`config.mk`:
```
export PLATFORM = sky130hd
export DESIGN_NAME = lcd_char_arbiter
export DESIGN_NICKNAME = d
export VERILOG_FILES = /design/src/rtl/lcd_char_arbiter.sv
export SDC_FILE = /design/constraint.sdc
export NUM_CORES = 1
export LEC_CHECK = 0
export CAP_MARGIN = 20
export CORE_MARGIN = 3
export CORE_UTILIZATION = 36
export DETAILED_ROUTE_END_ITERATION = 8
export PLACE_DENSITY = 0.85
export SYNTH_ARGS = -nofsm -noshare
export SYNTH_HDL_FRONTEND = slang
export SYNTH_SLANG_ARGS = --single-unit
```
`constraint.sdc`:
```
create_clock -name sys_clk -period 3.2 [get_ports sys_clk]
set_input_delay 0.64 -clock sys_clk [delete_from_list [all_inputs] [get_ports sys_clk]]
set_output_delay 0.64 -clock sys_clk [all_outputs]
set_load 0.01 [all_outputs]
```
`src/rtl/lcd_char_arbiter.sv`:
```
// lcd_char_arbiter
//   Shares one character-draw engine among NUM_REQ text controllers using
//   round-robin arbitration. The winner's operands are latched, held stable
//   for one cycle, then the engine is started with a one-cycle flag. The
//   winner is acknowledged once the engine reports done.
//
//   Optional engine-done watchdog: define LCD_ARB_TIMEOUT_EN. Without it,
//   timeout_err is tied low and WAIT waits for done indefinitely.
//
// Ports
//   sys_clk, sys_rst_n     clock, asynchronous active-low reset
//   init_done              arbitration enabled only while high
//   req/req_ascii/req_x/req_y/req_size   per-requester request and operands
//   ack                    one-cycle completion pulse to the granted requester
//   busy                   high whenever the arbiter is not idle
//   timeout_err            one-cycle pulse on watchdog expiry
//   show_char_done         engine completion pulse
//   show_char_flag         one-cycle engine start pulse
//   ascii_num/start_x/start_y/en_size    latched operands to the engine
//
// state | meaning
// IDLE  | waiting for init_done and a request; latches the winner
// SETUP | operands settling at the engine
// FLAG  | show_char_flag pulse
// WAIT  | waiting for show_char_done (or watchdog expiry)
// ACK   | ack pulse to the winner, advance round-robin pointer

module lcd_char_arbiter #(
  parameter int NUM_REQ     = 2,
  parameter int TIMEOUT_CYC = 2000000
) (
  input  logic                   sys_clk,
  input  logic                   sys_rst_n,
  input  logic                   init_done,
  input  logic [NUM_REQ-1:0]     req,
  input  logic [7*NUM_REQ-1:0]   req_ascii,
  input  logic [9*NUM_REQ-1:0]   req_x,
  input  logic [9*NUM_REQ-1:0]   req_y,
  input  logic [NUM_REQ-1:0]     req_size,
  output logic [NUM_REQ-1:0]     ack,
  output logic                   busy,
  output logic                   timeout_err,
  input  logic                   show_char_done,
  output logic                   show_char_flag,
  output logic [6:0]             ascii_num,
  output logic [8:0]             start_x,
  output logic [8:0]             start_y,
  output logic                   en_size
);

  localparam int IW = (NUM_REQ > 1) ? $clog2(NUM_REQ) : 1;

  if (NUM_REQ < 2 || NUM_REQ > 8 || TIMEOUT_CYC < 1) begin : g_bad_param
    $error("lcd_char_arbiter: NUM_REQ must be 2..8 and TIMEOUT_CYC >= 1");
  end

  typedef enum logic [2:0] {S_IDLE, S_SETUP, S_FLAG, S_WAIT, S_ACK} state_t;

  state_t        state_q, state_d;
  logic [IW-1:0] ptr_q, ptr_d;
  logic [IW-1:0] grant_q, grant_d;
  logic [6:0]    ascii_q, ascii_d;
  logic [8:0]    x_q, x_d;
  logic [8:0]    y_q, y_d;
  logic          size_q, size_d;

  logic [6:0]    asc_a [NUM_REQ];
  logic [8:0]    x_a   [NUM_REQ];
  logic [8:0]    y_a   [NUM_REQ];

  logic          found;
  logic [IW-1:0] pick;
  logic [IW-1:0] cand;
  int            cand_int;
  logic          wd_expire;

  always_comb begin
    for (int i = 0; i < NUM_REQ; i++) begin
      asc_a[i] = req_ascii[7*i +: 7];
      x_a[i]   = req_x[9*i +: 9];
      y_a[i]   = req_y[9*i +: 9];
    end
  end

  // First set request at or after the pointer, wrapping modulo NUM_REQ.
  always_comb begin
    found    = 1'b0;
    pick     = '0;
    cand     = '0;
    cand_int = 0;
    for (int k = 0; k < NUM_REQ; k++) begin
      cand_int = int'(ptr_q) + k;
      if (cand_int >= NUM_REQ) cand_int = cand_int - NUM_REQ;
      cand = IW'(cand_int);
      if (!found && req[cand]) begin
        found = 1'b1;
        pick  = cand;
      end
    end
  end

`ifdef LCD_ARB_TIMEOUT_EN
  localparam int CW = $clog2(TIMEOUT_CYC + 1);
  logic [CW-1:0] wd_q, wd_d;

  // Cleared in FLAG so the first WAIT cycle counts from zero.
  always_comb begin
    wd_d = wd_q;
    if (state_q == S_FLAG)      wd_d = '0;
    else if (state_q == S_WAIT) wd_d = wd_q + 1'b1;
  end

  always_ff @(posedge sys_clk or negedge sys_rst_n) begin
    if (!sys_rst_n) wd_q <= '0;
    else            wd_q <= wd_d;
  end

  assign wd_expire   = (state_q == S_WAIT) && (wd_q == CW'(TIMEOUT_CYC));
  // done on the expiry cycle wins; an abort suppresses the error too
  assign timeout_err = wd_expire && !show_char_done && init_done;
`else
  assign wd_expire   = 1'b0;
  assign timeout_err = 1'b0;
`endif

  always_comb begin
    state_d        = state_q;
    ptr_d          = ptr_q;
    grant_d        = grant_q;
    ascii_d        = ascii_q;
    x_d            = x_q;
    y_d            = y_q;
    size_d         = size_q;
    ack            = '0;
    show_char_flag = 1'b0;
    if (!init_done) begin
      // Abort: back to IDLE with engine operands cleared, no ack, pointer kept.
      state_d = S_IDLE;
      ascii_d = '0;
      x_d     = '0;
      y_d     = '0;
      size_d  = 1'b0;
    end else begin
      unique case (state_q)
        S_IDLE: begin
          if (found) begin
            grant_d = pick;
            ascii_d = asc_a[pick];
            x_d     = x_a[pick];
            y_d     = y_a[pick];
            size_d  = req_size[pick];
            state_d = S_SETUP;
          end
        end
        S_SETUP: state_d = S_FLAG;
        S_FLAG: begin
          show_char_flag = 1'b1;
          state_d        = S_WAIT;
        end
        S_WAIT: begin
          if (show_char_done || wd_expire) state_d = S_ACK;
        end
        S_ACK: begin
          ack[grant_q] = 1'b1;
          ptr_d        = (grant_q == IW'(NUM_REQ - 1)) ? '0 : grant_q + 1'b1;
          state_d      = S_IDLE;
        end
        default: state_d = S_IDLE;
      endcase
    end
  end

  always_ff @(posedge sys_clk or negedge sys_rst_n) begin
    if (!sys_rst_n) begin
      state_q <= S_IDLE;
      ptr_q   <= '0;
      grant_q <= '0;
      ascii_q <= '0;
      x_q     <= '0;
      y_q     <= '0;
      size_q  <= 1'b0;
    end else begin
      state_q <= state_d;
      ptr_q   <= ptr_d;
      grant_q <= grant_d;
      ascii_q <= ascii_d;
      x_q     <= x_d;
      y_q     <= y_d;
      size_q  <= size_d;
    end
  end

  assign busy      = (state_q != S_IDLE);
  assign ascii_num = ascii_q;
  assign start_x   = x_q;
  assign start_y   = y_q;
  assign en_size   = size_q;

endmodule

```
Word-level counts from Yosys, hierarchy flattened
Index checks and enable logic that the tools add are counted.
- bits in registers: 31
- input port bits: 58
- output and inout port bits: 31
- word-level logic and storage cells: 81
- add/subtract/negate cells: 4
- order comparisons: 8
- eq/ne operators: 8
- muxes and demuxes: 44
- bitwise logic cells: 1
- reduce and logical (&&, ||, !) cells: 9
- operator list (cell ; count):
    2-to-1 mux 9 bit ; 12
    2-to-1 mux 7 bit ; 6
    2-to-1 mux 1 bit ; 19
    one-hot mux 3 bit (4 select lines) ; 1
    2-to-1 mux 3 bit ; 3
    < comparator 1 x 2 -> 1 bit, second input constant ; 4
    equality test 3 x 2 -> 1 bit, second input constant ; 2
    inequality test 3 bit, second input constant ; 2
    AND reduction 2 bit ; 3
    greater-or-equal comparator 2 bit, second input constant ; 2
    2-to-1 mux 2 bit ; 2
    inequality test 2 x 1 -> 1 bit, second input constant ; 2
    equality test 3 x 1 -> 1 bit, second input constant ; 1
    equality test 3 bit, second input constant ; 1
    logical NOT 3 bit ; 1
    AND reduction 3 bit ; 1
    nonzero test 3 bit ; 1
    adder 1 x 1 -> 2 bit, second input constant ; 1
    greater-or-equal comparator 1 x 2 -> 1 bit, second input constant ; 1
    logical AND 1 bit ; 2
    inverter 1 -> 2 bit ; 1
    subtractor 1 bit, second input constant ; 2
    adder 1 bit, second input constant ; 1
    demux 1 bit (select 1 bit) ; 1
    other kinds (2) ; 2

Longest topological paths before layout
- word-level depth: 15
- mapped depth: 6
- gate-level depth less buffers: 4

Least setup slack after synthesis
OpenSTA, ideal clock, no wires.
- kind: in2out
- start point: input port init_done
- end point: output port show_char_flag
- arrival: 1.074 ns
- required time: 2.560 ns
- slack: 1.486 ns
- stages on the path: 3
- path buffers: 0
- cells stage by stage: nor2b_1 nand2_1 nor2_1
- longest elaborated chain between the ends: 1
- ends and longest elaborated chain (item ; RTL line ; source):
    from (decl) ; 34 ; input logic init_done,
    2-to-1 mux 1 bit ; 136 ; if (!init_done) begin
    to (decl) ; 44 ; output logic show_char_flag,
Every way passes these cells.

Final worst setup path
Ends and elaborated chain as after synthesis.

==> impl_metrics.json <==
{
  "ctsResizeCount": 0,
  "cts.path.max_buffers": 2,
  "r2r-end": "ascii_num[1]$_DFFE_PN0P_",
  "cap_violations": 0,
  "register_area_um2": 776,
  "yosysWarnings": 0,
  "p_sw_frac": 0.257,
  "finalInstanceArea_mm2": 0.00245,
  "r2r_setup_slack_ns": 1.44,
  "hold_viol": 0,
  "worst-path-max-fanout": 4,
  "met1_usage": 0.166,
  "rr_startpoint": "state_q[2]$_DFFE_PN0P_",
  "sequentialPowerShare": 0.456,
  "rsz0062_at_grt": "false",
  "worstSetupEndpointType": "output pin",
  "path_cells": "clkdlybuf4s50_1 > nor2b_1 > nand2_1 > nor2_1 > clkdlybuf4s50_1",
  "cts_hold_buf": 0,
  "setup_viol": 0,
  "met3_usage": 0.0691,
  "ys_seq_area_frac": 0.527,
  "synthCells": 144,
  "syn_nets": 202,
  "drtPass1Iterations": 4,
  "dp_hpwl_um": 2910,
  "crit_required_ns": 2.56,
  "min_path_type": "reg -> reg",
  "timing.final.crit_share": 0.867,
  "grt_pass1_vias": 1453,
  "core_mm2": 0.00380,
  "antenna_found_initial": 0,
  "wl_per_cell_um": 13.3,
  "dr.first_iter.drc_count": 46,
  "wl_um": 3720,
  "crit_type": "in -> out",
  "io_pins": 89,
  "rows": 22,
  "hp-start": "start_x[6]$_DFFE_PN0P_",
  "max_stage_delay_ns": 0.54,
  "place_congestion": 0.759,
  "track_usage": 0.166,
  "slew_headroom": 0.594,
  "die_area_mm2": 0.00489,
  "startpoint_type": "input port",
  "start_util": 0.387,
  "fillers": 341,
  "tritoncts": "done",
  "nNetsFinal": 291,
  "die_x_um": 69.9,
  "r2r_cells": 4,
  "period_minus_slack_ns": 2.77,
  "grt_busiest_layer": "met2",
  "comb_power_share": 0.280,
  "p_int_mw": 0.744,
  "clk_pin_slew_ns": 0.06,
  "globalRouteOverflowTotal": 0,
  "hold_depth": 2,
  "clock-sinks": 31,
  "hold_end": "start_x[6]$_DFFE_PN0P_",
  "synth_cell_types": 21,
  "synth_area_mm2": 0.00147,
  "cts-root-buf": "clkbuf_8",
  "insertion_delay_ns": 0.27,
  "dp.cells": 274,
  "fp.dieH_um": 69.9,
  "cpMostUsedCell": "clkdlybuf4s50_1",
  "cts_made_buffers": 5,
  "final_layout_size_suffix_gt1_frac": 0.0474,
  "power.density_mw_per_mm2": 409,
  "grt_max_degree": 32,
  "worst_slew_pin_slew_ns": 0.608,
  "ant_nets": 0,
  "ys_seq_elements": 31,
  "switchingPower_mw": 0.258,
  "clock_skew_ns": 0.00133,
  "multi_input_area_um2": 616,
  "clock.fmax_ghz": 0.360,
  "synth.avg_cell_area_um2": 10.2,
  "p_leak_nw": 1.08,
  "ir_worst_vdd_v": 0.000276,
  "report.final.slew_viol_count": 0,
  "routed_via_density": 4.79,
  "fin_cells": 280,
  "cts_max_level": 2,
  "timing.setup.tns_ns": 0,
  "dpl_cell_area_mm2": 0.00238,
  "status": "finished, final reports clean",
  "hold-worst-slack_ns": 0.480,
  "vias": 1342,
  "n_antenna_cell": 0,
  "p_clk_frac": 0.264,
  "grt_first_pass_wirelength_um": 6440,
  "syn_to_final_growth_pct": 66.4,
  "crit_slowest_cell": "clkdlybuf4s50_1",
  "postCtsSetupBuffers": 0,
  "worstPathArrival_ns": 2.13,
  "io_buffers": 87,
  "use_met2": 0.306,
  "fin_util": 0.645,
  "drc_errors": 0
}
==> layer usage <==
layer / wire length [um] / part of all wire
met1: 1340 / 0.36
met2: 1980 / 0.53
met3: 362 / 0.097
met4: 42 / 0.011
met5: 0 / 0
==> how the worst max path moves through the flow <==
stage,startpoint,to,slack (ns)
2_1_floorplan,init_done,show_char_flag,1.49
3_3_place_gp,init_done,show_char_flag,0.45
3_5_place_dp,init_done,show_char_flag,0.46
4_1_cts,init_done,show_char_flag,0.43
5_1_grt,init_done,show_char_flag,0.33
6_report,init_done,show_char_flag,0.43
==> cell families (layout without fill, tap and decap cells) <==
group / Yosys count / in the layout / share of synthesized area
buffers and inverters: 12 / 100 / 0.0621
multiplexers: 26 / 26 / 0.177
other: 1 / 1 / 0.00255
AND/OR/NAND/NOR: 41 / 41 / 0.117
flip-flops: 31 / 31 / 0.527
AO/OA/AOI/OAI: 33 / 33 / 0.115
==> sequential cells by signal, indices dropped and copies added (netlist names) <==
| register | cells |
|---|---|
| grant_q | 1 |
| en_size | 1 |
| start_y | 9 |
| ptr_q | 1 |
| state_q | 3 |
| ascii_num | 7 |
| start_x | 9 |
==> synthesized netlist by cell type <==
master    instances  area [um2]
dfrtp_1          31         776
nand2_1          30         113
mux2i_1          26         260
o21ai_1          20         100
o21ai_0          10        50.1
nor2_1            6        22.5
buf_4             4        30.0
inv_1             3        11.3
buf_8             2        30.0
a21oi_1           1        5.00
a31oi_1           1        6.26
and2_1            1        6.26
buf_2             1        5.00
buf_6             1        11.3
clkbuf_1          1        3.75
conb_1            1        3.75
nand3_1           1        5.00
nand3b_1          1        7.51
nor2b_1           1        6.26
o21a_1            1        7.51
or3_4             1        11.3
==> layout make-up <==
type,count,area share
Timing Repair Buffer,91,0.373
Sequential cell,31,0.317
Multi-Input combinational cell,101,0.251
Clock buffer,6,0.0296
Tap cell,48,0.0245
Inverter,3,0.00460
==> placed cells by master, fill, tap and decap left out <==
master	Yosys	routed
clkdlybuf4s50_1	0	87
dfrtp_1	31	31
nand2_1	30	30
mux2i_1	26	26
o21ai_1	20	20
o21ai_0	10	9
nor2_1	6	6
clkbuf_8	0	5
inv_1	3	3
buf_4	4	3
nand3_1	1	1
or3_4	1	1
nor2b_1	1	1
nand3b_1	1	1
o21ai_4	0	1
o21a_1	1	1
and2_1	1	1
a31oi_1	1	1
a21oi_1	1	1
conb_1	1	1
clkbuf_1	1	1
buf_12	0	1
==> power groups by stage <==
stage	logic (mW)	registers (mW)	clock network [mW]
final	0.281	0.458	0.264
after global routing	0.308	0.463	0.293
after CTS	0.286	0.458	0.276
after detailed placement	0.285	0.465	0
after global placement	0.278	0.462	0
after floorplan	0.101	0.477	0
==> critical path: cells and delay by family <==
kind                   cells  cell delay (ns)
and+or+nand+nor            3             0.45
buffers and inverters      2             1.04
==> per-stage QoR <==
stage / setup WS (ns) / total power [mW]
finish: 0.425 / 1.00
global route: 0.328 / 1.06
CTS: 0.430 / 1.02
detailed placement: 0.458 / 0.750
global placement: 0.450 / 0.741
floorplan: 1.49 / 0.579
Note: power is estimated with default switching activity, not from simulation.
